File: config.mk
export PLATFORM = sky130hd
export DESIGN_NAME = clarvi_mem_arbiter_flat
export DESIGN_NICKNAME = d
export VERILOG_FILES = /design/src/rtl/clarvi_arb_pkg.sv /design/src/rtl/clarvi_mem_arbiter_if.sv /design/src/rtl/clarvi_arb_starve.sv /design/src/rtl/clarvi_mem_arbiter.sv /design/src/flat_wrapper.sv
export SDC_FILE = /design/constraint.sdc
export NUM_CORES = 1
export LEC_CHECK = 0
export ABC_AREA = 1
export CAP_MARGIN = 20
export CORE_AREA = 2 2 121 123
export DETAILED_ROUTE_END_ITERATION = 7
export DIE_AREA = 0 0 123 125
export DONT_BUFFER_PORTS = 1
export PLACE_DENSITY = 0.3
export SLEW_MARGIN = 30
export SYNTH_ARGS = -nofsm -noshare
export SYNTH_HDL_FRONTEND = slang
export SYNTH_SLANG_ARGS = --single-unit
File: constraint.sdc
create_clock -name clock -period 1.65 [get_ports clock]
set_input_delay 0.0825 -clock clock [delete_from_list [all_inputs] [get_ports clock]]
set_output_delay 0.0825 -clock clock [all_outputs]
set_load 0.02 [all_outputs]
File: src/rtl/clarvi_arb_pkg.sv
// Shared types for the clarvi memory arbiter: port owner IDs, lock FSM states
// and the all-bytes enable used for instruction fetches.
package clarvi_arb_pkg;

  typedef enum logic [1:0] {
    OWN_NONE,
    OWN_I,
    OWN_D,
    OWN_X
  } owner_t;

  typedef enum logic {
    ARB_OPEN,
    ARB_LOCKED
  } arb_state_t;

  localparam logic [3:0] BE_ALL = 4'hF;

endpackage

File: src/rtl/clarvi_mem_arbiter_if.sv
// Bus bundle between the instruction, data and DMA requesters, the arbiter and
// the shared single-port memory. The arbiter uses the slave view.
interface clarvi_mem_arbiter_if #(
  parameter int ADDR_WIDTH = 14
);

  logic [ADDR_WIDTH-1:0] i_address;
  logic                  i_read;
  logic [31:0]           i_readdata;
  logic                  i_waitrequest;
  logic                  i_readdatavalid;

  logic [ADDR_WIDTH-1:0] d_address;
  logic [3:0]            d_byteenable;
  logic                  d_read;
  logic                  d_write;
  logic [31:0]           d_writedata;
  logic [31:0]           d_readdata;
  logic                  d_waitrequest;
  logic                  d_readdatavalid;

  logic [ADDR_WIDTH-1:0] x_address;
  logic [3:0]            x_byteenable;
  logic                  x_read;
  logic                  x_write;
  logic [31:0]           x_writedata;
  logic                  x_lock;
  logic [31:0]           x_readdata;
  logic                  x_waitrequest;
  logic                  x_readdatavalid;

  logic                  cpu_mem_pause;

  logic [ADDR_WIDTH-1:0] m_address;
  logic [3:0]            m_byteenable;
  logic                  m_read;
  logic                  m_write;
  logic [31:0]           m_writedata;
  logic [31:0]           m_readdata;
  logic                  m_waitrequest;

  modport slave (
    input  i_address, i_read,
    output i_readdata, i_waitrequest, i_readdatavalid,
    input  d_address, d_byteenable, d_read, d_write, d_writedata,
    output d_readdata, d_waitrequest, d_readdatavalid,
    input  x_address, x_byteenable, x_read, x_write, x_writedata, x_lock,
    output x_readdata, x_waitrequest, x_readdatavalid,
    output cpu_mem_pause,
    output m_address, m_byteenable, m_read, m_write, m_writedata,
    input  m_readdata, m_waitrequest
  );

  modport master (
    output i_address, i_read,
    input  i_readdata, i_waitrequest, i_readdatavalid,
    output d_address, d_byteenable, d_read, d_write, d_writedata,
    input  d_readdata, d_waitrequest, d_readdatavalid,
    output x_address, x_byteenable, x_read, x_write, x_writedata, x_lock,
    input  x_readdata, x_waitrequest, x_readdatavalid,
    input  cpu_mem_pause,
    input  m_address, m_byteenable, m_read, m_write, m_writedata,
    output m_readdata, m_waitrequest
  );

endinterface

File: src/rtl/clarvi_arb_starve.sv
// Saturating count of consecutive cycles the instruction port was denied;
// force_i tells the grant logic to let instruction fetch win.
module clarvi_arb_starve #(
  parameter int unsigned STARVE_LIMIT = 4
) (
  input  logic clock,
  input  logic reset,
  input  logic i_req,
  input  logic i_done,
  output logic force_i
);

  localparam logic [3:0] LIMIT = 4'(STARVE_LIMIT);

  logic [3:0] cnt;

  // NOTE: clocked state uses non-blocking assignments so every register
  // samples the pre-edge values regardless of statement order.
  always_ff @(posedge clock or negedge reset) begin
    if (!reset) begin
      cnt <= '0;
    end else if (!i_req || i_done) begin
      cnt <= '0;
    end else if (cnt != LIMIT) begin
      cnt <= cnt + 4'd1;
    end
  end

  assign force_i = (cnt == LIMIT);

endmodule

File: src/rtl/clarvi_mem_arbiter.sv
// Three-way arbiter (instruction, data, DMA) in front of one 1-cycle-latency
// memory, with starvation relief and a DMA lock. Macro CLARVI_ARB_PERF_EN adds
// per-port stall counters.
module clarvi_mem_arbiter
  import clarvi_arb_pkg::*;
#(
  parameter int ADDR_WIDTH   = 14,
  parameter int STARVE_LIMIT = 4
) (
  input  logic                  clock,
  input  logic                  reset,
  clarvi_mem_arbiter_if.slave   bus
`ifdef CLARVI_ARB_PERF_EN
  ,
  output logic [31:0]           perf_i_stall,
  output logic [31:0]           perf_d_stall,
  output logic [31:0]           perf_x_stall
`endif
);

  owner_t     gnt;
  owner_t     owner_q;
  arb_state_t state_q;
  arb_state_t state_d;

  logic i_req, d_req, x_req;
  logic force_i;
  logic done, rd_done;
  logic i_wait, d_wait, x_wait;
  logic pause;

  logic [ADDR_WIDTH-1:0] addr_mux;
  logic [3:0]            be_mux;
  logic                  rd_mux, wr_mux;
  logic [31:0]           wd_mux;

  assign i_req = bus.i_read;
  assign d_req = bus.d_read | bus.d_write;
  assign x_req = bus.x_read | bus.x_write;

  clarvi_arb_starve #(
    .STARVE_LIMIT (STARVE_LIMIT)
  ) u_starve (
    .clock   (clock),
    .reset   (reset),
    .i_req   (i_req),
    .i_done  ((gnt == OWN_I) && !bus.m_waitrequest),
    .force_i (force_i)
  );

  // Grant is held at OWN_NONE during reset so m_* and pause read as idle.
  always_comb begin
    gnt = OWN_NONE;
    if (!reset) begin
      gnt = OWN_NONE;
    end else if (state_q == ARB_LOCKED) begin
      if (x_req) gnt = OWN_X;
    end else if (force_i && i_req) begin
      gnt = OWN_I;
    end else if (x_req) begin
      gnt = OWN_X;
    end else if (d_req) begin
      gnt = OWN_D;
    end else if (i_req) begin
      gnt = OWN_I;
    end
  end

  // NOTE: every combinational output gets a default first, so no path through
  // the case leaves a signal unassigned and infers a latch.
  always_comb begin
    addr_mux = '0;
    be_mux   = '0;
    rd_mux   = 1'b0;
    wr_mux   = 1'b0;
    wd_mux   = '0;
    case (gnt)
      OWN_I: begin
        addr_mux = bus.i_address;
        be_mux   = BE_ALL;
        rd_mux   = 1'b1;
      end
      OWN_D: begin
        addr_mux = bus.d_address;
        be_mux   = bus.d_byteenable;
        wr_mux   = bus.d_write;
        rd_mux   = bus.d_read & ~bus.d_write;
        wd_mux   = bus.d_writedata;
      end
      OWN_X: begin
        addr_mux = bus.x_address;
        be_mux   = bus.x_byteenable;
        wr_mux   = bus.x_write;
        rd_mux   = bus.x_read & ~bus.x_write;
        wd_mux   = bus.x_writedata;
      end
      default: ;
    endcase
  end

  assign bus.m_address    = addr_mux;
  assign bus.m_byteenable = be_mux;
  assign bus.m_read       = rd_mux;
  assign bus.m_write      = wr_mux;
  assign bus.m_writedata  = wd_mux;

  // Winner follows the memory stall, a requesting loser stalls, idle is free.
  always_comb begin
    i_wait = 1'b1;
    d_wait = 1'b1;
    x_wait = 1'b1;
    if (reset) begin
      i_wait = (gnt == OWN_I) ? bus.m_waitrequest : i_req;
      d_wait = (gnt == OWN_D) ? bus.m_waitrequest : d_req;
      x_wait = (gnt == OWN_X) ? bus.m_waitrequest : x_req;
    end
  end

  assign bus.i_waitrequest = i_wait;
  assign bus.d_waitrequest = d_wait;
  assign bus.x_waitrequest = x_wait;

  assign done    = (gnt != OWN_NONE) && !bus.m_waitrequest;
  assign rd_done = done && rd_mux;

  always_ff @(posedge clock or negedge reset) begin
    if (!reset) begin
      owner_q <= OWN_NONE;
    end else begin
      owner_q <= rd_done ? gnt : OWN_NONE;
    end
  end

  assign bus.i_readdata      = bus.m_readdata;
  assign bus.d_readdata      = bus.m_readdata;
  assign bus.x_readdata      = bus.m_readdata;
  assign bus.i_readdatavalid = (owner_q == OWN_I);
  assign bus.d_readdatavalid = (owner_q == OWN_D);
  assign bus.x_readdatavalid = (owner_q == OWN_X);

  always_ff @(posedge clock or negedge reset) begin
    if (!reset) begin
      state_q <= ARB_OPEN;
    end else begin
      state_q <= state_d;
    end
  end

  always_comb begin
    state_d = state_q;
    pause   = 1'b0;
    case (state_q)
      ARB_OPEN: begin
        pause = (gnt == OWN_X);
        if ((gnt == OWN_X) && done && bus.x_lock) state_d = ARB_LOCKED;
      end
      ARB_LOCKED: begin
        pause = 1'b1;
        if (!bus.x_lock && !x_req) state_d = ARB_OPEN;
      end
      default: state_d = ARB_OPEN;
    endcase
  end

  assign bus.cpu_mem_pause = pause;

`ifdef CLARVI_ARB_PERF_EN
  always_ff @(posedge clock or negedge reset) begin
    if (!reset) begin
      perf_i_stall <= '0;
      perf_d_stall <= '0;
      perf_x_stall <= '0;
    end else begin
      if (i_req && i_wait && (perf_i_stall != 32'hFFFF_FFFF)) perf_i_stall <= perf_i_stall + 32'd1;
      if (d_req && d_wait && (perf_d_stall != 32'hFFFF_FFFF)) perf_d_stall <= perf_d_stall + 32'd1;
      if (x_req && x_wait && (perf_x_stall != 32'hFFFF_FFFF)) perf_x_stall <= perf_x_stall + 32'd1;
    end
  end
`endif

endmodule

File: src/flat_wrapper.sv
// flat-port wrapper written by rule: the top's interface ports become plain ports
module clarvi_mem_arbiter_flat import clarvi_arb_pkg::*;
#(
  parameter int ADDR_WIDTH   = 14,
  parameter int STARVE_LIMIT = 4
)
  (clock, reset, bus_i_address, bus_i_read, bus_i_readdata, bus_i_waitrequest, bus_i_readdatavalid, bus_d_address, bus_d_byteenable, bus_d_read, bus_d_write, bus_d_writedata, bus_d_readdata, bus_d_waitrequest, bus_d_readdatavalid, bus_x_address, bus_x_byteenable, bus_x_read, bus_x_write, bus_x_writedata, bus_x_lock, bus_x_readdata, bus_x_waitrequest, bus_x_readdatavalid, bus_cpu_mem_pause, bus_m_address, bus_m_byteenable, bus_m_read, bus_m_write, bus_m_writedata, bus_m_readdata, bus_m_waitrequest);
  clarvi_mem_arbiter_if #(.ADDR_WIDTH(ADDR_WIDTH)) bus_i ();
  input  logic clock;
  input  logic reset;
  input wire logic [$bits(bus_i.i_address)-1:0] bus_i_address;
  input wire logic [$bits(bus_i.i_read)-1:0] bus_i_read;
  output wire logic [$bits(bus_i.i_readdata)-1:0] bus_i_readdata;
  output wire logic [$bits(bus_i.i_waitrequest)-1:0] bus_i_waitrequest;
  output wire logic [$bits(bus_i.i_readdatavalid)-1:0] bus_i_readdatavalid;
  input wire logic [$bits(bus_i.d_address)-1:0] bus_d_address;
  input wire logic [$bits(bus_i.d_byteenable)-1:0] bus_d_byteenable;
  input wire logic [$bits(bus_i.d_read)-1:0] bus_d_read;
  input wire logic [$bits(bus_i.d_write)-1:0] bus_d_write;
  input wire logic [$bits(bus_i.d_writedata)-1:0] bus_d_writedata;
  output wire logic [$bits(bus_i.d_readdata)-1:0] bus_d_readdata;
  output wire logic [$bits(bus_i.d_waitrequest)-1:0] bus_d_waitrequest;
  output wire logic [$bits(bus_i.d_readdatavalid)-1:0] bus_d_readdatavalid;
  input wire logic [$bits(bus_i.x_address)-1:0] bus_x_address;
  input wire logic [$bits(bus_i.x_byteenable)-1:0] bus_x_byteenable;
  input wire logic [$bits(bus_i.x_read)-1:0] bus_x_read;
  input wire logic [$bits(bus_i.x_write)-1:0] bus_x_write;
  input wire logic [$bits(bus_i.x_writedata)-1:0] bus_x_writedata;
  input wire logic [$bits(bus_i.x_lock)-1:0] bus_x_lock;
  output wire logic [$bits(bus_i.x_readdata)-1:0] bus_x_readdata;
  output wire logic [$bits(bus_i.x_waitrequest)-1:0] bus_x_waitrequest;
  output wire logic [$bits(bus_i.x_readdatavalid)-1:0] bus_x_readdatavalid;
  output wire logic [$bits(bus_i.cpu_mem_pause)-1:0] bus_cpu_mem_pause;
  output wire logic [$bits(bus_i.m_address)-1:0] bus_m_address;
  output wire logic [$bits(bus_i.m_byteenable)-1:0] bus_m_byteenable;
  output wire logic [$bits(bus_i.m_read)-1:0] bus_m_read;
  output wire logic [$bits(bus_i.m_write)-1:0] bus_m_write;
  output wire logic [$bits(bus_i.m_writedata)-1:0] bus_m_writedata;
  input wire logic [$bits(bus_i.m_readdata)-1:0] bus_m_readdata;
  input wire logic [$bits(bus_i.m_waitrequest)-1:0] bus_m_waitrequest;
  assign bus_i.i_address = bus_i_address;
  assign bus_i.i_read = bus_i_read;
  assign bus_i_readdata = bus_i.i_readdata;
  assign bus_i_waitrequest = bus_i.i_waitrequest;
  assign bus_i_readdatavalid = bus_i.i_readdatavalid;
  assign bus_i.d_address = bus_d_address;
  assign bus_i.d_byteenable = bus_d_byteenable;
  assign bus_i.d_read = bus_d_read;
  assign bus_i.d_write = bus_d_write;
  assign bus_i.d_writedata = bus_d_writedata;
  assign bus_d_readdata = bus_i.d_readdata;
  assign bus_d_waitrequest = bus_i.d_waitrequest;
  assign bus_d_readdatavalid = bus_i.d_readdatavalid;
  assign bus_i.x_address = bus_x_address;
  assign bus_i.x_byteenable = bus_x_byteenable;
  assign bus_i.x_read = bus_x_read;
  assign bus_i.x_write = bus_x_write;
  assign bus_i.x_writedata = bus_x_writedata;
  assign bus_i.x_lock = bus_x_lock;
  assign bus_x_readdata = bus_i.x_readdata;
  assign bus_x_waitrequest = bus_i.x_waitrequest;
  assign bus_x_readdatavalid = bus_i.x_readdatavalid;
  assign bus_cpu_mem_pause = bus_i.cpu_mem_pause;
  assign bus_m_address = bus_i.m_address;
  assign bus_m_byteenable = bus_i.m_byteenable;
  assign bus_m_read = bus_i.m_read;
  assign bus_m_write = bus_i.m_write;
  assign bus_m_writedata = bus_i.m_writedata;
  assign bus_i.m_readdata = bus_m_readdata;
  assign bus_i.m_waitrequest = bus_m_waitrequest;
  clarvi_mem_arbiter #(.ADDR_WIDTH(ADDR_WIDTH), .STARVE_LIMIT(STARVE_LIMIT)) u_core (.clock(clock), .reset(reset), .bus(bus_i));
endmodule
-- Word-level counts from Yosys, hierarchy flattened
Cells that the tools add are included.
- add/subtract/negate cells: 1
- equality and inequality tests: 8
- muxes and demuxes: 25
- bitwise gates (word level): 7
- reduce and logical (&&, ||, !) cells: 14
- operators by type and width (kind ; count):
    $pmux W32 S2 ; 1
    $pmux W14 S3 ; 1
    $mux W2 ; 7
    $pmux W4 S3 ; 1
    $mux W1 ; 9
    $eq A2 B2 Y1 const B ; 4
    $mux W4 ; 2
    $logic_and A1 B1 Y1 ; 7
    $pmux W1 S2 ; 3
    $add A4 B1 Y4 const B ; 1
    $eq A2 B1 Y1 const B ; 2
    $eq A4 B3 Y1 const B ; 1
    $logic_not A1 Y1 ; 4
    $ne A4 B3 Y1 const B ; 1
    $reduce_bool A2 Y1 ; 2
    $not A1 Y1 ; 3
    $pmux W1 S3 ; 1
    $and A1 B1 Y1 ; 2
    $or A1 B1 Y1 ; 2
    $logic_or A1 B1 Y1 ; 1
- register bits after elaboration: 7
- bits of input ports: 155
- output and inout port bits: 155
- logic and storage cells: 58

-- Logic depth before layout (Yosys ltp)
- depth in word-level cells: 12
- mapped depth: 11
- gate-level depth less buffers: 10

-- Cells and area by module
From an unflattened synthesis, not the netlist that was laid out.
- cells, all modules: 361
- area, all modules: 2187.1 um^2
- modules (own cells, without submodules) (module ; instances ; cells each ; area an instance (um^2) ; seq. area each (um^2)):
    clarvi_mem_arbiter ; 1 ; 330 ; 1936.9 ; 75.1
    clarvi_arb_starve ; 1 ; 31 ; 250.2 ; 100.1

-- Worst setup path after synthesis
OpenSTA, ideal clock, no wires.
- path type: register to output
- start point: register u_core.u_starve.cnt[0]
- end point: output bus_d_waitrequest
- arrival time: 1.685 ns
- required time: 1.567 ns
- setup slack: -0.117 ns
- stages on the path, launching flop included: 10
- buffers on the path: 1
- cells stage by stage: dfrtp_1 -> inv_1 -> ha_1 -> nand4_2 -> nand2_1 -> nand2_2 -> nand2_4 -> nor2_4 -> buf_2 -> o211ai_1
- word-level cells in the longest chain between the ends: 8
- RTL lines (what ; RTL line ; text):
    start, declared ; clarvi_arb_starve.sv:15 ; logic [3:0] cnt;
    start signal, assigned ; clarvi_arb_starve.sv:25 ; cnt <= cnt + 4'd1;
    $eq A4 B3 Y1 ; clarvi_arb_starve.sv:29 ; assign force_i = (cnt == LIMIT);
    $logic_and A1 B1 Y1 ; clarvi_mem_arbiter.sv:58 ; end else if (force_i && i_req) begin
    $mux W2 ; clarvi_mem_arbiter.sv:58 ;
    $mux W2 ; clarvi_mem_arbiter.sv:56 ; end else if (state_q == ARB_LOCKED) begin
    $mux W2 ; clarvi_mem_arbiter.sv:54 ; if (!reset) begin
    $eq A2 B2 Y1 ; clarvi_mem_arbiter.sv:114 ; d_wait = (gnt == OWN_D) ? bus.m_waitrequest : d_req;
    $mux W1 ; clarvi_mem_arbiter.sv:114 ;
    $mux W1 ; clarvi_mem_arbiter.sv:112 ; if (reset) begin
    end, declared ; flat_wrapper.sv:22 ; output wire logic [$bits(bus_i.d_waitrequest)-1:0] bus_d_waitrequest;
No other way between the ends.

-- Final worst setup path
- start point: register u_core.u_starve.cnt[1]
- end point: output bus_m_writedata[13]
- word-level cells in the longest chain between the ends: 7
- elaborated cells between the ends (all ways): 8
- classes of those cells: 3 x eq/ne; 4 x mux; 1 x reduce/logical
- RTL lines (what ; RTL line ; text):
    $eq A4 B3 Y1 * ; clarvi_arb_starve.sv:29 ;
    $logic_and A1 B1 Y1 * ; clarvi_mem_arbiter.sv:58 ;
    $mux W2 * ; clarvi_mem_arbiter.sv:58 ;
    $mux W2 * ; clarvi_mem_arbiter.sv:56 ;
    $mux W2 * ; clarvi_mem_arbiter.sv:54 ;
    $eq A2 B2 Y1 ; clarvi_mem_arbiter.sv:77 ; case (gnt)
    $pmux W32 S2 * ; clarvi_mem_arbiter.sv:77 ;
    end, declared ; flat_wrapper.sv:38 ; output wire logic [$bits(bus_i.m_writedata)-1:0] bus_m_writedata;
Every way passes the cells marked *; elsewhere a longest branch is shown, timed or not.

==> results.cfg <==
[sta]
fin_crit_sh_pct = 117
fin_crit_ps = 1930
hold_viol = 0
tightest_slew_ps = 565
rsz0062_at_grt = true
max_freq_mhz = 519
timing.hold.ws_ps = 18.2
drv_slew = 0
skew_ps = 3.06
worst_slack_ps = -276
slew_headroom_pct = 62.1
setup-violations-final = 60

[flow_run]
cap_viol_max_count = 0

[finish]
fin_util_pct = 19.8
final_common_cell = nand2_2
n_antenna_cell = 0
area_delta_synth_final_pct = 41.9
nNetsFinal = 447
design_area_um2 = 2820
final_cell_mix = nand2_2, nand2_1, nand2_4, buf_4, nand3_4
drive_gt1_share_pct = 65.4
fillers = 1574

[place]
hpwl_um = 5690
gp_congestion = 0.685
port_buffers = 0
pre_cts_slack_ps = -69.1
dpl_cell_area_um2 = 1660

[synth]
avgSynthCellArea_um2 = 5.68
synth_seq_cells = 7
yosys-top-cells-area = buf_4, nand2_1, dfrtp_1
syn_area_um2 = 1990
synthesis.instances = 350
ys_types = 23
yosys_warnings = 0
yosys.area.top_type = buf_4
synth_top_area_share_pct = 36.3
synth_nets = 507
seq_area_frac_synth_pct = 8.82

[setup_path]
critPathLaunchType = register
cp_data_required_time_ps = 1570
crit_type = register to output pin
worstPathArrival_ps = 1840
regToRegSetupSlack_ps = -60
ff2ff_path_depth = 11
worst_setup_path_end_kind = output pin
cp_max_fo = 8
rr_endpoint = u_core.u_starve.cnt[2]
r2r-start = u_core.u_starve.cnt[1]

[cts]
cts_max_path_buffers = 2
cts_made_buffers = 3
clk_latency_ps = 230
path_clk_slew_ps = 40
clock-root-buffer = clkbuf_16
htreeDepth = 1
clock_sinks = 7
cts_tree = done

[power]
p_clk_share_pct = 27.6
p_per_area_nw_per_um2 = 552
p_leak_nw = 1.33
intPower_w = 0.000883
p_sw_share_pct = 43.3
pwr-share-comb_pct = 59.4
power_frac_seq_pct = 13.1
ir_drop_mv = 0.256
switching_power_w = 0.000673

[die]
coreArea_um2 = 14200
num_io_pins = 310
die_x_um = 123
initial_core_util_pct = 14.0
dieArea_um2 = 15400
die_h_um = 125
num_rows = 44

[grt]
grt_max_degree = 31
antenna_found_initial = 0
grt_pass1_vias = 1874
grtUsageTotal_pct = 9.33
overflow = 0
grt_pass1_wl_um = 10500

[worst_hold_path]
holdPathStages = 3
worst_hold_path_type = primary input to register
hp-start = bus_m_waitrequest
min_to = u_core.owner_q[1]

[route]
viasPerCell = 4.03
drt-pass1-iter-count = 4
drc = 0
drt_iter0_markers = 37
wirelength_um = 8640
antenna_left = 0
num_vias = 1907
avgRoutedWirePerCell_um = 18.3

[outcome]
violations = negative setup slack
run_status = finished with violations
## repair_timing
item,4_1_cts,5_1_grt
setup buffers,8,7
hold buffers,1,0
resized for setup,119,100
endpoints found under the hold margin,7,0
pin swaps,33,42
setup endpoints to repair,56,61
gates cloned,4,3
## logic make-up after synthesis
group	share of synthesized area [%]
and+or+nand+nor	42.9
buffers and inverters	42.6
AOI/OAI and AO/OA	3.46
DFF	8.82
xor gates and xnor gates	0.882
adders and majority gates	1.26
## layer usage
layer  global-route usage, %  routed length [um]
met5                       0                   0
met3                    1.78                 714
met2                    18.1                4600
met1                    9.56                3130
met4                    3.74                 191
## critical path: stages (launching register included)
cell,delay (ps)
dfrtp_1,380
inv_2,70
ha_4,140
nand4_4,120
nand3_4,130
nand2_4,70
nor2_4,190
buf_6,150
clkbuf_16,160
nand2_1,70
nand2_2,120
## worst max path at each step
stage	from	to	slack, ps	cells after the start
final	u_core.u_starve.cnt[1]	bus_m_writedata[13]	-280	10
after global placement	u_core.u_starve.cnt[0]	bus_m_byteenable[1]	-30	9
after CTS	u_core.u_starve.cnt[1]	bus_m_writedata[13]	-260	12
after global routing	u_core.u_starve.cnt[1]	bus_m_writedata[13]	-380	10
after floorplan	u_core.u_starve.cnt[1]	bus_d_waitrequest	-6	9
after detailed placement	u_core.u_starve.cnt[1]	bus_m_byteenable[1]	-70	9
## sequential cells by signal (all words and copies together), names as in the netlist
register / count
u_core.owner_q: 2
u_core.u_starve.cnt: 4
u_core.state_q: 1
## cells in the mapped netlist (all sizes together)
cell,count
dfrtp,7
nand3,19
xnor2,1
a21oi,4
xor2,1
o21ai,6
nand2,168
o211ai,2
inv,14
ha,2
nand4,5
nor2,14
buf,107
## per-stage QoR
step           instances  power [W]  TNS, ps
4_1_cts              464    0.00141   -12260
5_1_grt              473    0.00165   -19450
3_5_place_dp         447   0.000791     -986
3_3_place_gp         447   0.000791     -105
2_1_floorplan        350   0.000980    -5.85
6_report             473    0.00156   -13400
## power groups by stage
| stage | clock [W] | combinational, W | sequential (W) |
|---|---|---|---|
| 2_1_floorplan | 0 | 0.000768 | 0.000212 |
| 3_3_place_gp | 0 | 0.000585 | 0.000206 |
| 5_1_grt | 0.000449 | 0.000991 | 0.000205 |
| 6_report | 0.000429 | 0.000923 | 0.000203 |
| 3_5_place_dp | 0 | 0.000585 | 0.000206 |
| 4_1_cts | 0.000437 | 0.000768 | 0.000203 |
## layout make-up
class | instances | area (um2) | area share, %
multi-input cells | 222 | 1740 | 61.8
repair buffers | 41 | 523 | 18.6
well taps | 184 | 230 | 8.17
flip-flops and latches | 7 | 175 | 6.21
clock buffers | 4 | 78.8 | 2.80
inverters | 14 | 57.6 | 2.04
repair inverters | 1 | 11.3 | 0.399
(Power assumes the default switching activity.)
